### src/rtl/wb_arbiter.sv
// wb_arbiter: serializes ALU and queued MEM results onto one register-file write port.
// Optional WB_BYPASS_EN lets a MEM result skip the empty FIFO when the ALU is idle.
module wb_arbiter #(
  parameter int DEPTH = 4
) (
  input  logic                     clk,
  input  logic                     rst_n,
  input  logic                     alu_valid,
  input  logic [4:0]               alu_rd,
  input  logic [63:0]              alu_data,
  input  logic                     mem_valid,
  output logic                     mem_ready,
  input  logic [4:0]               mem_rd,
  input  logic [63:0]              mem_data,
  output logic                     wen,
  output logic [4:0]               waddr,
  output logic [63:0]              wdata,
  output logic [$clog2(DEPTH):0]   fifo_count
);
  localparam int AW = $clog2(DEPTH);
  logic [4:0]       q_rd   [DEPTH];
  logic [63:0]      q_data [DEPTH];
  logic [DEPTH-1:0] q_live;
  logic [AW-1:0]    wr_ptr, rd_ptr;
  logic             push, pop, byp, squash, live_in;
  assign mem_ready = fifo_count < (AW+1)'(DEPTH);
  assign pop = !alu_valid && fifo_count != '0;
`ifdef WB_BYPASS_EN
  assign byp = !alu_valid && fifo_count == '0 && mem_valid;
`else
  assign byp = 1'b0;
`endif
  assign push = mem_valid && mem_ready && !byp;
  assign squash = alu_valid && alu_rd != '0;
  // the ALU result is younger, so a same-cycle MEM result to the same rd is dead on arrival
  assign live_in = !(squash && mem_rd == alu_rd);
  always_ff @(posedge clk) begin
    if (push) begin
      q_rd[wr_ptr]   <= mem_rd;
      q_data[wr_ptr] <= mem_data;
    end
  end
  always_ff @(posedge clk or negedge rst_n) begin
    if (!rst_n) begin
      wen        <= 1'b0;
      waddr      <= '0;
      wdata      <= '0;
      wr_ptr     <= '0;
      rd_ptr     <= '0;
      fifo_count <= '0;
      q_live     <= '0;
    end else begin
      wen <= alu_valid ? alu_rd != '0 : pop ? q_live[rd_ptr] && q_rd[rd_ptr] != '0 : byp && mem_rd != '0;
      if (alu_valid) begin
        waddr <= alu_rd;
        wdata <= alu_data;
      end else if (pop) begin
        waddr <= q_rd[rd_ptr];
        wdata <= q_data[rd_ptr];
      end else if (byp) begin
        waddr <= mem_rd;
        wdata <= mem_data;
      end
      for (int i = 0; i < DEPTH; i++)
        if (squash && q_rd[i] == alu_rd) q_live[i] <= 1'b0;
      if (pop) rd_ptr <= rd_ptr + 1'b1;
      if (push) begin
        q_live[wr_ptr] <= live_in;
        wr_ptr         <= wr_ptr + 1'b1;
      end
      fifo_count <= push && !pop ? fifo_count + 1'b1 : pop && !push ? fifo_count - 1'b1 : fifo_count;
    end
  end
endmodule
### config.mk
export PLATFORM = sky130hd
export DESIGN_NAME = wb_arbiter
export DESIGN_NICKNAME = d
export VERILOG_FILES = /design/src/rtl/wb_arbiter.sv
export SDC_FILE = /design/constraint.sdc
export NUM_CORES = 1
export LEC_CHECK = 0
export ABC_AREA = 1
export CORE_ASPECT_RATIO = 0.8
export CORE_MARGIN = 2
export CORE_UTILIZATION = 54
export DETAILED_ROUTE_END_ITERATION = 10
export GPL_ROUTABILITY_DRIVEN = 1
export PLACE_DENSITY_LB_ADDON = 0.2
export RECOVER_POWER = 100
export SYNTH_ARGS = -nofsm -noshare
export SYNTH_HDL_FRONTEND = slang
export SYNTH_SLANG_ARGS = --single-unit
### constraint.sdc
create_clock -name clk -period 2.9 [get_ports clk]
set_input_delay 0.725 -clock clk [delete_from_list [all_inputs] [get_ports clk]]
set_output_delay 0.725 -clock clk [all_outputs]
set_load 0.03 [all_outputs]
==> Yosys cells after proc, flatten, opt, wreduce, memory -nomap -nowiden <==
Memories as Yosys holds them, arrays and structs flattened.
Cells that the tools add are included.
{ "totals": {"word_cells": 63, "n_memories": 2, "in_bits": 142, "ramBits": 276, "output_inout_bits": 74, "regBits": 81} }
{ "op_classes": {"n_reduce_logical": 21, "n_mux": 20, "n_addsub": 4, "order_cmp": 4, "n_eq_ne": 5} }
{ "mem_list": {"columns": ["memory", "depth", "word_bits", "read_ports", "rd_clocked_by_memory_dff", "wr", "line_no", "source"], "rows": [
  ["q_data", 4, 64, 1, 0, 1, "22", "logic [63:0] q_data [DEPTH];"],
  ["q_rd", 4, 5, 5, 0, 1, "21", "logic [4:0] q_rd [DEPTH];"]
]} }
{ "op_table": {"columns": ["cell", "n"], "rows": [
  ["64-bit two-way mux", 2],
  ["5-bit equality test", 5],
  ["1-bit logical AND", 12],
  ["1-bit two-way mux", 10],
  ["5-bit two-way mux", 2],
  ["5-bit nonzero test", 2],
  ["2-bit by 3-bit less-than comparator with 1-bit output (second input constant)", 2],
  ["3-bit two-way mux", 2],
  ["2-bit by 1-bit adder with 2-bit output (second input constant)", 2],
  ["4-bit bitwise mux", 1],
  ["1-bit zero test", 4],
  ["4-bit two-way mux", 1],
  ["2-bit nonzero test", 2],
  ["3-bit by 1-bit adder with 3-bit output (second input constant)", 1],
  ["3-bit less-than comparator (second input constant)", 1],
  ["3-bit nonzero test", 1],
  ["3-bit by 1-bit subtractor with 3-bit output (second input constant)", 1],
  ["1-bit binary-select mux with 2-bit select", 1],
  ["1-bit demux with 2-bit select", 1],
  ["2-bit by 1-bit greater-or-equal comparator with 1-bit output (second input constant)", 1]
]} }

==> Depth between registers and ports, before layout <==
Gate-level depths: netlist (run 1).
{ "depth": {"depth_word": 6, "mapped_depth": 9} }

==> Worst setup path after synthesis (run 1) <==
No wires, ideal clock.
{ "synth_timing": {"path_type": "flip-flop to flip-flop", "from": "register fifo_count[2]", "to": "memory q_data[0][0], enable pin", "stages_incl_launch_ff": 6, "setup_ns": 0.423, "setup_slack_ns": -0.035, "period_less_slack_ns": 2.935, "t_arrival_ns": 2.512, "cell_sequence": "dfrtp_1 inv_1 nand2_1 inv_1 nand2_1 inv_1"} }
{ "synth_between": {"elab_chain_len": 4} }
{ "synth_rtl": {"columns": ["item", "line_no", "source"], "rows": [
  ["from (decl)", "18", "output logic [$clog2(DEPTH):0] fifo_count"],
  ["from (signal assigned)", "71", "fifo_count <= push && !pop ? fifo_count + 1'b1 : pop && !push ? fifo_count - 1'b1 : fifo_count;"],
  ["3-bit less-than comparator", "26", "assign mem_ready = fifo_count < (AW+1)'(DEPTH);"],
  ["net mem_ready", "12", "output logic mem_ready,"],
  ["1-bit logical AND", "33", "assign push = mem_valid && mem_ready && !byp;"],
  ["1-bit two-way mux", "38", "if (push) begin"],
  ["1-bit two-way mux (implied by the code)", "40", "q_data[wr_ptr] <= mem_data;"],
  ["to (decl)", "22", null]
]} }
The timed path passes the listed nets, and every way through them passes these cells.

==> Final worst setup path (run 1) <==
{ "layout_timing": {"from": "input port mem_valid", "to": "memory q_data[2][13], enable pin"} }
{ "layout_between": {"elab_chain_len": 3} }
{ "layout_rtl": {"columns": ["item", "line_no", "source"], "rows": [
  ["from (decl)", "11", "input logic mem_valid,"],
  ["1-bit logical AND", "33", null],
  ["1-bit two-way mux", "38", null],
  ["1-bit two-way mux (implied by the code)", "40", null]
]} }
Every way passes these cells.

==> summary.txt, run 1 <==
Setup path
  – Arrival time at the worst endpoint: 2.74 ns
  – Critical Path Stages: 7
  – CP bufs+invs: 5
  – Crit-path max FO: 32
  – Slowest-stage cell, CP: clkinvlp_2
  – R2R depth: 7
  – CP peak stage delay: 0.57 ns
  – CP Class: input pin to register
  – Crit-path cells: dlygate4sd3_1, nand2_1, inv_1, clkbuf_1, nand2_1, clkinvlp_2, buf_12
  – Worst r2r dst: q_data[0][14]
  – Required time worst endpoint: 3.14 ns
  – Family with the most delay on the worst path: buffers and inverters
  – Worst setup EP type: register
  – Crit path top cell by count: nand2_1
  – R2R Setup Slk: 0.66 ns
  – Worst setup SP type: input pin
  – R2R Path Start: fifo_count[2]

Worst hold path
  – Type of the worst min-delay path: input pin to asynchronous set/reset pin

Power
  – Lkg Pwr: 7.16 nW
  – PwrDens: 954 nW/µm²
  – Total power: 17.5 mW
  – Peak supply drop: 0.562 mV

Routing
  – DR vias: 9,994
  – Routed len/inst: 18.0 µm
  – Remaining DRCs: 0
  – First-pass DRT Iterations: 5
  – Antenna-violating nets left: 0
  – Overall routed net length: 33,300 µm
  – Vias/cell: 5.40
  – Number of DRC markers in iteration 0: 853

Final layout
  – Filler cell count: 1,871
  – Register Area: 10,300 µm²
  – Multi-input gate area: 3310 µm²
  – Design area: 18,300 µm²
  – Area growth syn-to-layout: 25.5%
  – Layout Nets: 1,608
  – Share of cells above drive strength 1: 0.0558

STA
  – Final setup fails: 0
  – Min Tclk post-route: 2.50 ns
  – Final Cycle Share: 0.861
  – Post-Route Setup TNS: 0 ns
  – RSZ-0062 raised after global routing: false
  – Min Hold Slack: 0.286 ns
  – Slew HR: 0.345
  – Peak Freq: 0.401 GHz
  – Max-slew violations: 0
  – Final Skew: 0.0165 ns
  – Final hold vios: 0
  – Slew @ Worst Pin: 0.983 ns

Yosys
  – Cell variety after synth: 24
  – Gate Count Post-Synth: 1,262
  – Most frequent cell after synthesis: edfxtp_1
  – Avg Synthesized Cell Area: 11.6 µm²
  – Post-synth EDFFs: 276
  – Mapped Area: 14,600 µm²
  – Synth cell count leaders: edfxtp_1 (276), inv_1 (154), a21oi_1 (137), nand2_1 (137), o21ai_0 (108)
  – Async S/R FF share, synth: 0.227
  – Post-synth top area share: 0.567
  – Most used DFF post-synth: edfxtp_1
  – Post-synth top area cell: edfxtp_1
  – Post-synthesis sequential area ratio: 0.706
  – Syn Nets: 1,410
  – Syn. warnings: 0
  – Number of synthesized register bits: 357
  – Synth top area cells: edfxtp_1 (57%), dfrtp_1 (14%), a21oi_1 (4.7%), inv_1 (4.0%), o21ai_0 (3.7%)

Die
  – Initial core utilization: 0.552
  – FP Rows: 53
  – Die height: 151 µm
  – Die X-Extent: 188 µm
  – Core Box Area: 26,500 µm²
  – DIE AREA: 28,400 µm²
  – IO Pins: 216

Global route
  – GRT overflow: 0
  – Pin count of the biggest net entering global routing: 88
  – Initial antenna violation count: 4
  – Vias in the first global route: 9,689
  – First-pass GRT wire length: 51,800 µm
  – Gr usage total: 0.235

CTS
  – Clock Tree Buf Depth: 3
  – CTS Hold Bufs: 0
  – CTS buffer count: 36
  – Clock Sinks: 357
  – Worst-Skew Late Latency: 0.52 ns
  – Root Driver: clkbuf_16
  – Clk pin slew, worst setup/hold paths: 0.06 ns
  – Htree depth: 2
  – Post-CTS sizing: 0
  – Setup bufs post-CTS: 0
  – TritonCTS clock tree: built

Placement
  – DP HPWL: 20,800 µm
  – Area of placed instances: 17,200 µm²
  – Routability congestion estimate: 0.868
  – IO buf count: 215

Flow run
  – Max Cap Viol: 0

Outcome
  – Status: finished, final reports clean
[cells in the final DEF (no fill, tap or decap), drive strengths merged, types with 4 or more instances in the layout]
cell type      count
clkdlybuf4s50     68
xor2              17
dfrtp             81
a21oi            137
edfxtp           276
ha                 5
diode              5
nand3             79
xnor2              5
buf               13
nand2            137
bufinv             6
o221ai             4
clkbuf            57
dlygate4sd3      145
o21ai            135
a31oi             64
clkinv            13
inv              153
clkinvlp           6
nor2              84
[layer usage]
layer	GRT usage	wire [µm]
met1	0.329	14600
met2	0.390	16100
met3	0.0389	2150
met4	0.0622	434
met5	0	9
[registers in the layout (all words and copies together) (netlist names)]
| name | count |
|---|---|
| q_data | 256 |
| wdata | 64 |
| q_rd | 20 |
| waddr | 5 |
| q_live | 4 |
| fifo_count | 3 |
| rd_ptr | 2 |
| wr_ptr | 2 |
| wen | 1 |
[through the flow]
stage                      util  std cells  worst slack, ns
final                     0.693       1850            0.403
after global routing      0.693       1847            0.218
after CTS                 0.696       1845            0.464
after detailed placement  0.649       1779            0.218
after global placement    0.649       1779            0.346
after floorplan               -       1262            0.366
[kinds of logic (layout without fill, tap and decap cells)]
group                    Yosys count  count (layout)  share of synthesized area
XOR/XNOR                          22              22                     0.0132
AO/OA/AOI/OAI                    341             341                      0.124
other                              0               5                          0
adder cells (fa/ha/maj)            6               6                    0.00565
flip-flops                       357             357                      0.706
buffers and inverters            235             461                     0.0667
AND/OR/NAND/NOR                  301             301                     0.0846
[how the worst max path moves through the flow]
stage	startpoint	end	slack, ns
5_1_grt	alu_valid	wdata[21]	0.22
4_1_cts	fifo_count[2]	mem_ready	0.46
2_1_floorplan	fifo_count[2]	q_data[0][0]	0.37
3_5_place_dp	alu_valid	wdata[21]	0.22
3_3_place_gp	alu_valid	wdata[21]	0.35
6_report	mem_valid	q_data[2][13]	0.40
[report_power, final]
group / total [mW] / internal, mW / switching [mW]
Combinational: 5.45 / 1.87 / 3.57
Sequential: 7.22 / 6.63 / 0.588
Clock: 4.83 / 2.96 / 1.87
Total: 17.5 / 11.5 / 6.03
[layout make-up]
type | instances | area share
multi-input combinational | 670 | 0.181
sequential | 357 | 0.563
antenna | 5 | 0.000682
inverter | 157 | 0.0327
tap | 357 | 0.0244
clock inverter | 21 | 0.0145
timing repair buffer | 238 | 0.131
clock buffer | 45 | 0.0538
[worst register-to-register path: stages, from the launching register on]
cell and delay [ns]:
dfrtp_1 0.40, inv_1 0.10, nand2_1 0.09, inv_1 0.08, clkbuf_1 0.20, nand2_1 0.15
clkinvlp_4 0.32, clkbuf_4 0.52
Note: power is estimated with default switching activity, not from simulation.
==> run 2, diff against run 1 <==
--- a/config.mk
+++ b/config.mk
@@ -6,9 +6,11 @@
 export NUM_CORES = 1
 export LEC_CHECK = 0
 export ABC_AREA = 1
+export CELL_PAD_IN_SITES_DETAIL_PLACEMENT = 1
+export CELL_PAD_IN_SITES_GLOBAL_PLACEMENT = 2
 export CORE_ASPECT_RATIO = 0.8
 export CORE_MARGIN = 2
-export CORE_UTILIZATION = 54
+export CORE_UTILIZATION = 36
 export DETAILED_ROUTE_END_ITERATION = 10
 export GPL_ROUTABILITY_DRIVEN = 1
 export PLACE_DENSITY_LB_ADDON = 0.2
==> summary.txt, run 2 (synthesis results as in run 1) <==
STA
  – Min Hold Slack: 0.441 ns (+0.156 ns)
  – Min Tclk post-route: 2.52 ns (+0.0249 ns)
  – Slew @ Worst Pin: 1.54 ns (+0.554 ns)
  – RSZ-0062 raised after global routing: false
  – Max-slew violations: 67 (+67)
  – Final Cycle Share: 0.870 (+0.00860)
  – Peak Freq: 0.397 GHz (-0.99%)
  – Slew HR: -0.0245 (-0.369)
  – Final setup fails: 0 (unchanged)
  – Final hold vios: 0 (unchanged)
  – Final Skew: 0.0173 ns (+0.000799 ns)
  – Post-Route Setup TNS: 0 ns (unchanged)

Final layout
  – Share of cells above drive strength 1: 0.0596 (+0.00383)
  – Commonest cells after routing, fill and taps aside: edfxtp_1 (276), inv_1 (150), dlygate4sd3_1 (144)
  – Most common cell after layout, fill and taps aside: edfxtp_1
  – Filler cell count: 4,246 (+130%)
  – Area growth syn-to-layout: 26.6%
  – Design area: 18,500 µm² (+0.87%)
  – Top flop regs: q_data (256), wdata (64), q_rd (20)
  – Layout Cells excl Fill: 2,030 (+9.7%)
  – Layout Nets: 1,612 (+0.25%)
  – Max FFs per register: 256 (unchanged)
  – Register bank with the most flops: q_data

Setup path
  – Arrival time at the worst endpoint: 1.80 ns (-0.94 ns)
  – Worst setup SP type: register
  – Family with the most delay on the worst path: buffers and inverters
  – CP Class: register to primary output
  – Worst setup EP type: primary output
  – CP peak stage delay: 0.76 ns (+0.19 ns)
  – Slowest-stage cell, CP: dlygate4sd3_1
  – Crit-path cells: inv_1, dlygate4sd3_1
  – Crit-path max FO: 3 (-91%)
  – CP bufs+invs: 2 (-3)
  – Required time worst endpoint: 2.17 ns (-0.97 ns)

Outcome
  – Failing checks: capacitance limit, slew limit
  – Status: finished, violations left

Power
  – Lkg Pwr: 7.15 nW (-0.18%)
  – Peak supply drop: 0.511 mV (-9.1%)
  – PwrDens: 952 nW/µm² (-0.18%)

Routing
  – Remaining DRCs: 0 (unchanged)
  – Routed met3 length: 1630 µm (-24%)
  – Number of DRC markers in iteration 0: 511 (-40%)
  – Antenna-violating nets left: 0 (unchanged)
  – M1 wire length: 18,000 µm (+24%)
  – DR vias: 10,000 (+0.21%)
  – First-pass DRT Iterations: 4 (-1)
  – Routed len/inst: 19.5 µm (+8.4%)
  – Overall routed net length: 39,600 µm (+19%)
  – Vias/cell: 4.93 (-8.7%)
  – DR WL met2: 19,200 µm (+19%)
  – Max layer used: met4

Worst hold path
  – Type of the worst min-delay path: input pin to asynchronous set/reset pin

Global route
  – Initial antenna violation count: 6 (+2)
  – Pin count of the biggest net entering global routing: 117 (+33%)
  – Gr usage total: 0.187 (-0.0478)
  – GRT overflow: 0 (unchanged)
  – Vias in the first global route: 10,600 (+9.1%)
  – First-pass GRT wire length: 61,000 µm (+18%)

CTS
  – Clk pin slew, worst setup/hold paths: 0.06 ns (about the same)
  – Clock Sinks: 357 (unchanged)
  – Root Driver: clkbuf_16
  – Setup bufs post-CTS: 0 (unchanged)
  – TritonCTS clock tree: built
  – CTS Hold Bufs: 0 (unchanged)
  – Post-CTS sizing: 0 (unchanged)
  – Worst-Skew Late Latency: 0.54 ns (+0.02 ns)
  – CTS buffer count: 38 (+5.6%)
  – Htree depth: 2 (unchanged)
  – Clock Tree Buf Depth: 3 (unchanged)

Placement
  – IO buf count: 215 (unchanged)
  – DP HPWL: 25,200 µm (+21%)
  – Routability congestion estimate: 0.814 (-6.3%)
  – Placed insts: 1,960 (+10%)
  – Area of placed instances: 17,400 µm² (+1.5%)

Die
  – DIE AREA: 42,200 µm² (+49%)
  – Die X-Extent: 229 µm (+22%)
  – Die height: 184 µm (+22%)
  – Core Box Area: 39,700 µm² (+50%)
  – FP Rows: 65 (+23%)
  – IO Pins: 216 (unchanged)
  – Initial core utilization: 0.368 (-0.184)

Flow run
  – Max Cap Viol: 1 (+1)
-- run 2: power breakdown --
group / switching, mW / total [mW] / internal, mW / leakage [nW]
sequential: 0.616 / 7.25 / 6.64 / 3.46
combinational: 3.70 / 5.54 / 1.83 / 3.09
clock: 1.97 / 4.82 / 2.85 / 0.603
-- run 2: stage by stage --
stage	worst slack [ns]	utilization	power, mW
after CTS	0.408	0.470	18.2
after detailed placement	0.372	0.439	13.3
after floorplan	0.366	-	10.8
final	0.378	0.466	17.6
after global routing	0.218	0.466	18.6
after global placement	0.362	0.439	13.1
-- run 2: layout make-up --
class | count | area, µm² | share of cell area
Sequential cell | 357 | 10300 | 0.558
Clock buffer | 48 | 1020 | 0.0551
Timing Repair Buffer | 240 | 2350 | 0.127
Multi-Input combinational cell | 670 | 3320 | 0.180
Antenna cell | 1 | 2.50 | 0.000135
Inverter | 157 | 597 | 0.0323
Clock inverter | 21 | 208 | 0.0112
Tap cell | 536 | 671 | 0.0363
-- run 2: routing by layer --
metal / vias up / track usage
met5: - / 0
met4: 0 / 0.0457
met3: 53 / 0.0343
met2: 204 / 0.319
met1: 4960 / 0.249
li1: 4798 / -
-- run 2: path summary, 6_finish.rpt --
kind | start | endpoint | slack [ns] | cells after the start
setup / recovery | fifo_count[2] | mem_ready | 0.38 | 2
hold / removal | rst_n | wdata[63] | 0.44 | 1
setup reg to reg | rd_ptr[1] | wen | 0.43 | 6
hold reg to reg | waddr[4] | waddr[4] | 0.51 | 2
max in group asynchronous | rst_n | wdata[27] | 0.71 | 2
min in group clk | waddr[4] | waddr[4] | 0.51 | 2
-- run 2: worst reg2reg max path: stages (launching register included) --
cell	delay (ns)
dfrtp_4	0.71
clkbuf_2	0.91
nand3_1	0.19
nand2_1	0.17
nand3_1	0.09
o21ai_0	0.17
nand2_1	0.10
==> edit 1: new RTL, flow settings as in run 2 <==
`DEPTH`: 4 -> 2.
--- a/src/rtl/wb_arbiter.sv
+++ b/src/rtl/wb_arbiter.sv
@@ -3,3 +3,3 @@
 module wb_arbiter #(
-  parameter int DEPTH = 4
+  parameter int DEPTH = 2
 ) (
Interface: changed (resized fifo_count); port bits go from 216 to 215. The function was not compared with the original's and may differ.
==> edit 1 against run 2 <==
  * The run still ends with capacitance limit, slew limit left
  * Worst hold slack improved by 0.0025 ns
  * Global-route usage decreased by 0.21 points
  * Count of clock-buffer cells in the layout decreased by 14
  * Die area decreased by 41%
  * Synthesized area decreased by 42%
  * Total power decreased by 38%
  * Worst setup slack got worse by 0.016 ns
  * Routed wire length decreased by 43%
  * Design area decreased by 37%
  * Sequential cell count decreased by 143
==> edit 1: results <==
set metrics [dict create \
    outcome "finished, violations left" \
    violations "capacitance limit, slew limit" \
    ys_top_cells_by_area "edfxtp_1, dfrtp_1, nand2_1" \
    r2r_cells 5 \
    peakVddDrop_mv 0.411 \
    r2r_slack_ns 0.66 \
    gp_routability_congestion 0.768 \
    hpwl_um 15300 \
    top_regs "q_data (128), wdata (64), q_rd (10)" \
    fin_skew_ns 0.0124 \
    cts_buffers 24 \
    ys_async_sr_fraction_pct 35.5 \
    synthFlopType "edfxtp_1" \
    layout-drive-gt1-share_pct 6.07 \
    grt_max_degree 80 \
    yosys-top-cells-count "nand2_1, edfxtp_1, dfrtp_1" \
    synth_seq_area_share_pct 71.4 \
    crit_fanout 3 \
    hold-worst-slack_ns 0.444 \
    yosysWarnings 0 \
    cts_htree_levels 1 \
    first_iter_violations 254 \
    p_leak_uw 0.00448 \
    critPathArrivalTime_ns 1.81 \
    synth-edff-count 138 \
    max-cap-violations 1 \
    clk_latency_ns 0.51 \
    slew_viol_final 80 \
    avgViaCountPerCell 4.84 \
    grt_pass1_vias 6642 \
    nNetsFinal 1047 \
    hold_path.class "in2async" \
    grtUsageTotal_pct 18.5 \
    synthesis.nets 832 \
    drt_wl_total_um 22600 \
    grt_pass1_wl_um 36000 \
    numPortBuffers 214 \
    worstMarginPinSlew_ns 1.64 \
    antenna_found_initial 5 \
]
[edit 1: changes by cell type after synthesis, moves of 31 or more]
cell,run 2,this run
nand2_1,137,202
nand3_1,78,5
o211ai_1,1,32
edfxtp_1,276,138
o21ai_0,108,17
inv_1,154,17
nor2_1,84,13
a31oi_1,64,0
a21oi_1,137,69
[edit 1: through the flow]
step           area [µm²]  utilization, %  setup slack [ns]  cells
6_report            11700            50.1             0.362   1239
5_1_grt             11700            50.1             0.226   1237
4_1_cts             11800            50.6             0.395   1234
3_5_place_dp        11000            47.1             0.519   1190
3_3_place_gp        11000            47.1             0.512   1190
2_1_floorplan        8470               -            -0.376    689
[edit 1: worst paths after layout]
check | from | end
min in group clk | wdata[14]$_DFFE_PN0P_ | wdata[14]$_DFFE_PN0P_
max | fifo_count[1]$_DFFE_PN0P_ | mem_ready
max reg2reg | fifo_count[0]$_DFFE_PN0P_ | wdata[23]$_DFFE_PN0P_
min | rst_n | wdata[27]$_DFFE_PN0P_
min reg2reg | wdata[14]$_DFFE_PN0P_ | wdata[14]$_DFFE_PN0P_
max in group asynchronous | rst_n | wdata[6]$_DFFE_PN0P_
[edit 1: logic make-up (layout without fill, tap and decap cells)]
kind of cell	count (synthesis)	count (layout)	synth area share (%)
other	0	5	0
adders and majority gates	1	1	0.148
and+or+nand+nor	225	225	10.3
AOI/OAI and AO/OA	148	148	9.78
DFF	214	214	71.4
muxes	30	30	3.55
xor gates and xnor gates	13	13	1.34
buffers and inverters	58	291	3.53
[edit 1: final cells by class]
cell class / count / area [µm²]
diodes: 5 / 12.5
clock buffers: 34 / 699
clock inverters: 10 / 106
fillers: 2411 / 11600
inverters: 21 / 80.1
multi-input cells: 417 / 2120
flip-flops and latches: 214 / 6050
well taps: 312 / 390
repair buffers: 226 / 2200
[edit 1: worst max-delay path, stage by stage (launching register included)]
cell	delay, ns
dfrtp_1	0.40
inv_1	0.13
dlygate4sd3_1	0.78
[edit 1: routing by layer]
layer,up-vias,track usage (%),part of all wire [%]
met5,-,0,0.10
met4,4,4.48,1.8
met3,35,4.23,4.7
met2,138,31.2,48
met1,2975,24.4,45
li1,2846,-,-
[edit 1: power by group]
group	internal (µW)	leakage, µW	switching (µW)
sequential	4090	0.00218	388
combinational	1190	0.00191	2200
clock	1860	0.000390	1200
==> edit 2: new RTL, settings of run 2 <==
Without the edit above. Make the reset (`rst_n`) synchronous in one clocked block.
--- a/src/rtl/wb_arbiter.sv
+++ b/src/rtl/wb_arbiter.sv
@@ -42,3 +42,3 @@
   end
-  always_ff @(posedge clk or negedge rst_n) begin
+  always_ff @(posedge clk) begin
     if (!rst_n) begin
Function: differs if rst_n is asserted again (counterexample within 4 cycles, from zero or initial values and one cycle with rst_n low); with rst_n held inactive, the same outputs for 4 cycles.
==> edit 2 against run 2 <==
  * Worst setup slack got worse by 0.060 ns
  * Core utilization decreased by 0.14 points
  * Sequential cell count increased by 2
  * Synthesized area decreased by 3.3%
  * Design area decreased by 3.4%
  * Count of clock-buffer cells in the layout unchanged
  * Routed wire length decreased by 0.97%
  * Total power decreased by 14%
  * Critical endpoint is now q_data[3][19]$_DFFE_PP_
  * Highest routed layer is now met5
==> edit 2: results <==
set metrics [dict create \
    outcome "finished clean" \
    power_switching_uw 4920 \
    instances_no_fill 1933 \
    timing.rr.end "wdata[55]$_SDFFE_PN0P_" \
    hold_path.class "reg2reg" \
    ys_top_cells_by_area "edfxtp_1, dfxtp_1, nand2_1" \
    grt_pass1_wl_um 59800 \
    yosysWarnings 0 \
    avgViaCountPerCell 5.14 \
    layout-drive-gt1-share_pct 5.66 \
    antenna_found_initial 12 \
    grt_pass1_vias 10300 \
    routed-wl-met2_um 18900 \
    post-place-ws_ns 0.363 \
    ys_async_sr_fraction_pct 0 \
    fillers 4059 \
    gp_routability_congestion 0.746 \
    peakVddDrop_mv 0.368 \
    r2r_slack_ns 0.49 \
    synth.distinct_cells 28 \
    hpwl_um 23400 \
    worstMarginPinSlew_ns 1.44 \
    wl_met3_um 1700 \
    grt_max_degree 139 \
    highest_layer "met5" \
    fin_skew_ns 0.0156 \
    cts.reportedPaths.clkPinSlew_ns 0.06 \
    placed_area_um2 16800 \
    critPathArrivalTime_ns 2.71 \
    grtUsageTotal_pct 19.1 \
    p_leak_uw 0.00633 \
    synthesis.nets 1357 \
    startpoint "mem_valid" \
    first_iter_violations 483 \
    met1_length_um 17800 \
    crit_fanout 40 \
    nNetsFinal 1549 \
    synth_seq_area_share_pct 70.4 \
]
## edit 2: stage by stage
| stage | hold slack (ns) | utilization [%] |
|---|---|---|
| final | 0.495 | 46.5 |
| after global routing | 0.540 | 46.4 |
| after CTS | 0.501 | 46.7 |
| after detailed placement | 0.486 | 43.6 |
| after global placement | 0.483 | 43.6 |
| after floorplan | 0.461 | - |
## edit 2: final cells by class
cell class | instances | area [µm²] | share of cell area [%]
diodes | 7 | 17.5 | 0.0981
clock buffers | 48 | 1010 | 5.65
clock inverters | 22 | 169 | 0.946
inverters | 24 | 92.6 | 0.518
multi-input cells | 740 | 3640 | 20.4
flip-flops and latches | 359 | 9950 | 55.7
well taps | 495 | 619 | 3.47
repair buffers | 238 | 2370 | 13.3
## edit 2: worst max-delay path, cell delays in order
cell,delay (ns)
dlygate4sd3_1,0.53
nand2_1,0.08
clkbuf_1,0.20
nor2_1,0.18
clkbuf_2,0.97
## edit 2: how the worst max path moves through the flow
stage | end | slack (ns) | depth (start not counted)
after floorplan | q_live[2]$_SDFF_PN0_ | -0.35 | 6
after global placement | fifo_count[2]$_SDFFE_PN0P_ | 0.32 | 10
after detailed placement | fifo_count[2]$_SDFFE_PN0P_ | 0.36 | 10
after CTS | fifo_count[0] | 0.42 | 1
after global routing | q_data[3][21]$_DFFE_PP_ | 0.20 | 5
final | q_data[3][19]$_DFFE_PP_ | 0.32 | 5
## edit 2: power groups by stage
stage	combinational (µW)	sequential, µW	clock [µW]
floorplan	2010	7210	0
global placement	4150	6660	0
detailed placement	4220	6670	0
CTS	4240	6570	4750
global route	4370	6630	4950
finish	3960	6560	4620
## edit 2: layer usage
metal	vias to the layer above	GRT usage (%)
met2	175	32.3
li1	4782	-
met1	4905	25.1
met5	-	0
met4	6	4.98
met3	61	3.85
## edit 2: cell families (layout without fill, tap and decap cells)
family	Yosys count	after routing	share of synthesized area [%]
AOI/OAI and AO/OA	347	347	13.5
other	0	7	0
and+or+nand+nor	361	361	9.95
DFF	359	359	70.4
xor gates and xnor gates	26	26	1.61
adders and majority gates	6	6	0.585
buffers and inverters	110	332	3.90
